### src/rtl/core2wb_pipe.sv
// Ibex req/gnt/rvalid to Wishbone B4 pipelined master with bounded outstanding requests and bus timeout.
// Optional CORE2WB_PIPE_STATS_EN adds saturating transaction/error counters.
module core2wb_pipe #(
    parameter int AW              = 32,
    parameter int DW              = 32,
    parameter int MAX_OUTSTANDING = 4,
    parameter int TIMEOUT_CYCLES  = 1024
) (
    input  logic            clk,
    input  logic            rst,
    input  logic            core_req,
    output logic            core_gnt,
    input  logic            core_we,
    input  logic [DW/8-1:0] core_be,
    input  logic [AW-1:0]   core_addr,
    input  logic [DW-1:0]   core_wdata,
    output logic            core_rvalid,
    output logic [DW-1:0]   core_rdata,
    output logic            core_err,
    output logic            wb_cyc,
    output logic            wb_stb,
    output logic            wb_we,
    output logic [DW/8-1:0] wb_sel,
    output logic [AW-1:0]   wb_adr,
    output logic [DW-1:0]   wb_dat_o,
    input  logic [DW-1:0]   wb_dat_i,
    input  logic            wb_ack,
    input  logic            wb_err,
    input  logic            wb_stall
`ifdef CORE2WB_PIPE_STATS_EN
    ,
    output logic [31:0]     stat_txn,
    output logic [15:0]     stat_err
`endif
);

    localparam int CW = $clog2(MAX_OUTSTANDING + 1);
    localparam int TW = $clog2(TIMEOUT_CYCLES);
    localparam logic [CW-1:0] MAX_O = CW'(MAX_OUTSTANDING);
    localparam logic [TW-1:0] T_LAST = TW'(TIMEOUT_CYCLES - 1);

    typedef enum logic {RUN, ABORT} state_t;

    state_t        state;
    logic [CW-1:0] outstanding;
    logic [TW-1:0] timer;
    logic          run;
    logic          rsp_ok;

    assign run      = (state == RUN);
    assign wb_stb   = core_req & run & (outstanding < MAX_O);
    assign core_gnt = wb_stb & ~wb_stall;
    assign wb_cyc   = run & (wb_stb | (outstanding != '0));
    assign wb_we    = core_we;
    assign wb_sel   = core_be;
    assign wb_adr   = core_addr;
    assign wb_dat_o = core_wdata;

    // Acks with nothing outstanding or after cyc was dropped are stray.
    assign rsp_ok = run & (wb_ack | wb_err) & (outstanding != '0);

    always_ff @(posedge clk) begin
        if (rst) begin
            state       <= RUN;
            outstanding <= '0;
            timer       <= '0;
            core_rvalid <= 1'b0;
            core_err    <= 1'b0;
            core_rdata  <= '0;
        end else begin
            case (state)
                RUN: begin
                    core_rvalid <= rsp_ok;
                    core_err    <= rsp_ok & wb_err;
                    if (rsp_ok)
                        core_rdata <= wb_dat_i;
                    outstanding <= outstanding + CW'(core_gnt) - CW'(rsp_ok);
                    if (outstanding == '0 || rsp_ok) begin
                        timer <= '0;
                    end else if (timer == T_LAST) begin
                        timer <= '0;
                        state <= ABORT;
                    end else begin
                        timer <= timer + TW'(1);
                    end
                end
                ABORT: begin
                    // One error response per lost request, oldest first.
                    core_rvalid <= 1'b1;
                    core_err    <= 1'b1;
                    core_rdata  <= '0;
                    outstanding <= outstanding - CW'(1);
                    timer       <= '0;
                    if (outstanding == CW'(1))
                        state <= RUN;
                end
                default: state <= RUN;
            endcase
        end
    end

`ifdef CORE2WB_PIPE_STATS_EN
    always_ff @(posedge clk) begin
        if (rst) begin
            stat_txn <= '0;
            stat_err <= '0;
        end else begin
            if (core_gnt && stat_txn != '1)
                stat_txn <= stat_txn + 32'd1;
            if (core_rvalid && core_err && stat_err != '1)
                stat_err <= stat_err + 16'd1;
        end
    end
`endif

endmodule

### config.mk
export PLATFORM = sky130hd
export DESIGN_NAME = core2wb_pipe
export DESIGN_NICKNAME = d
export VERILOG_FILES = /design/src/rtl/core2wb_pipe.sv
export SDC_FILE = /design/constraint.sdc
export NUM_CORES = 1
export LEC_CHECK = 0
export ABC_AREA = 1
export CAP_MARGIN = 20
export CORE_ASPECT_RATIO = 1.4
export CORE_MARGIN = 2
export CORE_UTILIZATION = 35
export CTS_CLUSTER_DIAMETER = 40
export DETAILED_ROUTE_END_ITERATION = 10
export PLACE_DENSITY = 0.95
export SLEW_MARGIN = 20
export SYNTH_ARGS = -nofsm -noshare
export SYNTH_HDL_FRONTEND = slang
export SYNTH_SLANG_ARGS = --single-unit
export TNS_END_PERCENT = 1
### constraint.sdc
create_clock -name clk -period 5.28 [get_ports clk]
set_input_delay 1.056 -clock clk [delete_from_list [all_inputs] [get_ports clk]]
set_output_delay 1.056 -clock clk [all_outputs]
set_load 0.02 [all_outputs]
==> tab_implementation.tex <==
\begin{tabular}{lr}
\hline
Metric & Value \\
\hline
\multicolumn{2}{l}{\textbf{Power}} \\
\quad Lkg Pwr & between 1 and 1.5 nW \\
\quad Power per Cell Area & between 400 and 500 nW/um\^{}2 \\
\quad Proportion of power drawn by the clock network & 16.5\% \\
\quad Relative contribution of combinational cells to total power & 46.2\% \\
\quad Switching Fraction & 38.62\% \\
\quad Post-route total power & 1.326 mW \\
\quad Flop pwr share & 37.3\% \\
\quad Int Power & 0.8142 mW \\
\quad Worst VDD drop & 222.9 uV \\
\quad Switching power of the nets & approximately 0.51 mW \\
\multicolumn{2}{l}{\textbf{Final layout}} \\
\quad Share of final-layout standard cells stronger than drive strength 1 & 5.660\% \\
\quad Filler cell count & 735 \\
\quad Inserted Diodes & 0 \\
\quad Final cell utilization of the core & 41.33\% \\
\quad Area growth from synthesis to final layout & 13.71\% \\
\quad Final net count & 431 \\
\multicolumn{2}{l}{\textbf{Setup path}} \\
\quad Kind of cell adding the most delay to the critical path & buffers and inverters \\
\quad Worst path most repeated cell & sky130\_fd\_sc\_hd\_\_clkdlybuf4s50\_1 \\
\quad Slowest stage cell, crit path & sky130\_fd\_sc\_hd\_\_clkdlybuf4s50\_1 \\
\quad Critical path startpoint category & input port \\
\quad Worst R2R Start & outstanding[1] \\
\quad Flop-to-flop setup slack & about 2.4 ns \\
\quad Crit Path Max Fanout & 3 \\
\quad Cell chain of the critical path & clkdlybuf4s50\_1 -> nand3\_1 -> nor2\_1 -> clkdlybuf4s50\_1 \\
\quad Critical path endpoint category & primary output \\
\quad Count of buffer and inverter cells on the critical path & 2 \\
\quad Required time at the endpoint of the critical path & 4.22 ns \\
\quad Crit path DAT & 2.42 ns \\
\quad RR Endpoint & outstanding[2] \\
\quad Critical path start-end classification & in2out \\
\quad FF-to-FF path depth & 15 \\
\quad Slowest cell delay on critical path & around 0.64 ns \\
\multicolumn{2}{l}{\textbf{Timing}} \\
\quad Number of pins with negative max-slew slack in the final report & 0 \\
\quad Shortest period the worst path allows & between 3 and 4 ns \\
\quad Tcrit/Tclk final & approximately 66\% \\
\quad Total negative slack & 0 ns \\
\quad Worst-case setup margin in the final layout & 1.800 ns \\
\quad Final hold violation count & 0 \\
\quad Setup repair after global routing missed its margin & false \\
\quad Transition at the pin with the smallest max-transition slack & approximately 1.0 ns \\
\quad Worst rel slew slack & 33.39\% \\
\quad Count of endpoints failing setup in the final report & 0 \\
\quad Worst hold slack & 0.4605 ns \\
\quad Clock tree skew after final layout & 0.004921 ns \\
\quad Maximum clock frequency & approximately 0.29 GHz \\
\multicolumn{2}{l}{\textbf{Placed design}} \\
\quad Routability cong. & 0.8329 \\
\quad Detailed placement HPWL & around 5.5 mm \\
\quad Post-placement worst setup slack & 1.736 ns \\
\quad Count of input and output buffers & 74 \\
\multicolumn{2}{l}{\textbf{Clock tree}} \\
\quad Clock network latency to the later pin of the worst-skew pair & just under 0.3 ns \\
\quad Buffers inserted during post-CTS setup optimization & 0 \\
\quad Count of H-tree levels built during CTS & 2 \\
\quad Count of hold-fix buffers inserted at cts & 0 \\
\quad CTS tree & yes \\
\quad Clock root buffer & sky130\_fd\_sc\_hd\_\_clkbuf\_8 \\
\quad Clock-pin slew reported for the worst setup and hold paths after clock tree synthesis & about 0.08 ns \\
\quad CTS Buffer Depth & 2 \\
\quad PostCTS Resize Cnt & 0 \\
\quad Inserted Clock Buffers & 5 \\
\quad Sinks on the clock net & 48 \\
\multicolumn{2}{l}{\textbf{Min path}} \\
\quad Hold wc startpoint & timer[0] \\
\quad Hold Path Stages & 1 \\
\quad Worst hold endpoint & timer[0] \\
\quad HP Class & reg2reg \\
\multicolumn{2}{l}{\textbf{Routing}} \\
\quad Starting DRT DRC Count & 99 \\
\quad Drt via density & 4.654 \\
\quad Count of unresolved DRC violations after routing & 0 \\
\quad Detailed-route wire length per cell & approximately 16 microns \\
\quad Via count & between 1.5k and 2k \\
\quad 1st-pass router iterations & 4 \\
\quad Wire length reported by the detailed router & 6.758 mm \\
\quad Antenna Nets Post-Route & 0 \\
\multicolumn{2}{l}{\textbf{Die}} \\
\quad Top Ports & roughly 210 \\
\quad Standard cell core area & 6982 sq um \\
\quad Full die area & slightly below 8000 sq um \\
\quad Die boundary height & 104.7 microns \\
\quad Initial core utilization & 36.34\% \\
\quad Die X & roughly 76 microns \\
\quad Num rows & 36 \\
\multicolumn{2}{l}{\textbf{Global routing}} \\
\quad First-pass GRT wire length & 10.23 mm \\
\quad GRT Total Usage & 16.57\% \\
\quad GRT met3 Usage & between 10\% and 20\% \\
\quad Grt met2 use & between 20\% and 30\% \\
\quad Largest net degree at the start of global routing & 36 \\
\quad Antenna violations before repair & 0 \\
\quad Remaining global-route overflow & 0 \\
\quad Vias in the first global route & 1888 \\
\quad Fraction of met1 tracks used by global routing & 14.86\% \\
\quad Layer with the highest usage after global routing & met2 \\
\multicolumn{2}{l}{\textbf{Synthesis}} \\
\quad Unique cell type count in the Yosys netlist & 24 \\
\quad Cells after Synth & 314 \\
\quad Portion of the post-synthesis area used by sequential elements & 37.87\% \\
\quad Post-synth net total & $\sim$430 \\
\quad Cell area after synthesis & roughly 2500 sq um \\
\quad Synthesized area per cell & 8.081 sq um \\
\quad Yosys reg bits & 48 \\
\quad Yosys synthesis warning count & 0 \\
\multicolumn{2}{l}{\textbf{Job}} \\
\quad Number of maximum-capacitance violations & 0 \\
\multicolumn{2}{l}{\textbf{Outcome}} \\
\quad Outcome & finished clean \\
\hline
\end{tabular}
[sequential cells by signal, indices dropped and copies added, names as in the netlist]
signal	flops
core_rdata	32
timer	10
outstanding	3
core_err	1
core_rvalid	1
state	1
[logic make-up after synthesis]
logic type / share of synthesized area (%)
and+or+nand+nor: 20.56
buffers and inverters: 26.53
xor gates and xnor gates: 2.071
AOI/OAI and AO/OA: 9.221
adders and majority gates: 3.747
DFF: 37.87
[worst reg2reg max path: stages (launching register included)]
cell,delay [ns]
sky130_fd_sc_hd__dfxtp_1,0.40
sky130_fd_sc_hd__inv_1,0.12
sky130_fd_sc_hd__ha_1,0.21
sky130_fd_sc_hd__ha_1,0.18
sky130_fd_sc_hd__inv_1,0.15
sky130_fd_sc_hd__nand2_8,0.09
sky130_fd_sc_hd__nor2_8,0.40
sky130_fd_sc_hd__ha_1,0.22
sky130_fd_sc_hd__inv_1,0.04
sky130_fd_sc_hd__ha_1,0.19
sky130_fd_sc_hd__fa_1,0.42
sky130_fd_sc_hd__xnor2_1,0.15
sky130_fd_sc_hd__nand2_1,0.07
sky130_fd_sc_hd__nand3_1,0.08
sky130_fd_sc_hd__nand2_1,0.06
sky130_fd_sc_hd__inv_1,0.04
[layer usage]
layer,share of wire (%),up-vias
met5,0,-
met4,6.1,0
met3,15,50
met2,48,101
met1,31,854
li1,-,917
[power groups by stage]
| stage | combinational, mW | sequential (mW) | clock, mW |
|---|---|---|---|
| floorplan | 0.390 | 0.583 | 0 |
| CTS | 0.623 | 0.496 | 0.230 |
| global route | 0.673 | 0.505 | 0.249 |
| finish | 0.613 | 0.494 | 0.219 |
| detailed placement | 0.621 | 0.504 | 0 |
| global placement | 0.598 | 0.501 | 0 |
[stage by stage]
| stage | cell area, sq um | cells |
|---|---|---|
| after global routing | 2885 | 413 |
| after detailed placement | 2795 | 405 |
| after floorplan | 2537 | 314 |
| final | 2885 | 413 |
| after global placement | 2795 | 405 |
| after CTS | 2885 | 413 |
[cell type report]
cell class                 instances  area (sq um)  share of cell area, %
sequential                        48         960.9                  33.30
tap                               95         118.9                  4.120
multi-input combinational        171         903.4                  31.31
timing repair buffer              74         740.7                  25.67
inverter                          17         71.32                  2.472
clock buffer                       8         90.09                  3.122
[how the worst max path moves through the flow]
stage	from	end	slack, ns	cells past startpoint
6_report	core_req	core_gnt	1.80	4
5_1_grt	core_req	core_gnt	1.72	4
4_1_cts	core_req	core_gnt	1.78	4
3_5_place_dp	wb_err	outstanding[2]	1.74	12
3_3_place_gp	core_req	core_gnt	1.81	4
2_1_floorplan	wb_ack	outstanding[2]	2.58	12
[synth_stat cells]
master | count | area, sq um
sky130_fd_sc_hd__a21oi_1 | 21 | 105.1
sky130_fd_sc_hd__a21oi_2 | 5 | 43.79
sky130_fd_sc_hd__buf_2 | 1 | 5.000
sky130_fd_sc_hd__buf_4 | 69 | 518.0
sky130_fd_sc_hd__buf_6 | 5 | 56.30
sky130_fd_sc_hd__buf_8 | 1 | 15.01
sky130_fd_sc_hd__clkbuf_1 | 2 | 7.510
sky130_fd_sc_hd__dfxtp_1 | 48 | 960.9
sky130_fd_sc_hd__fa_1 | 1 | 20.02
sky130_fd_sc_hd__ha_1 | 6 | 75.07
sky130_fd_sc_hd__inv_1 | 15 | 56.30
sky130_fd_sc_hd__inv_2 | 1 | 3.750
sky130_fd_sc_hd__inv_8 | 1 | 11.26
sky130_fd_sc_hd__nand2_1 | 55 | 206.5
sky130_fd_sc_hd__nand2_8 | 1 | 20.02
sky130_fd_sc_hd__nand3_1 | 8 | 40.04
sky130_fd_sc_hd__nand3_2 | 1 | 10.01
sky130_fd_sc_hd__nand3b_1 | 2 | 15.01
sky130_fd_sc_hd__nor2_1 | 44 | 165.2
sky130_fd_sc_hd__nor2_8 | 3 | 60.06
sky130_fd_sc_hd__nor3_1 | 1 | 5.000
sky130_fd_sc_hd__o21ai_0 | 17 | 85.08
sky130_fd_sc_hd__xnor2_1 | 3 | 26.28
sky130_fd_sc_hd__xor2_1 | 3 | 26.28
[layout by cell type, fill, tap and decap left out, types with 5 or more instances in the layout]
cell type and instances:
sky130_fd_sc_hd__a21oi_1 21, sky130_fd_sc_hd__a21oi_2 5, sky130_fd_sc_hd__clkbuf_8 6, sky130_fd_sc_hd__clkdlybuf4s50_1 74, sky130_fd_sc_hd__dfxtp_1 48, sky130_fd_sc_hd__ha_1 6, sky130_fd_sc_hd__inv_1 15, sky130_fd_sc_hd__nand2_1 55
sky130_fd_sc_hd__nand3_1 8, sky130_fd_sc_hd__nor2_1 44, sky130_fd_sc_hd__o21ai_0 17
No activity file was read; power rests on OpenSTA's default activity.
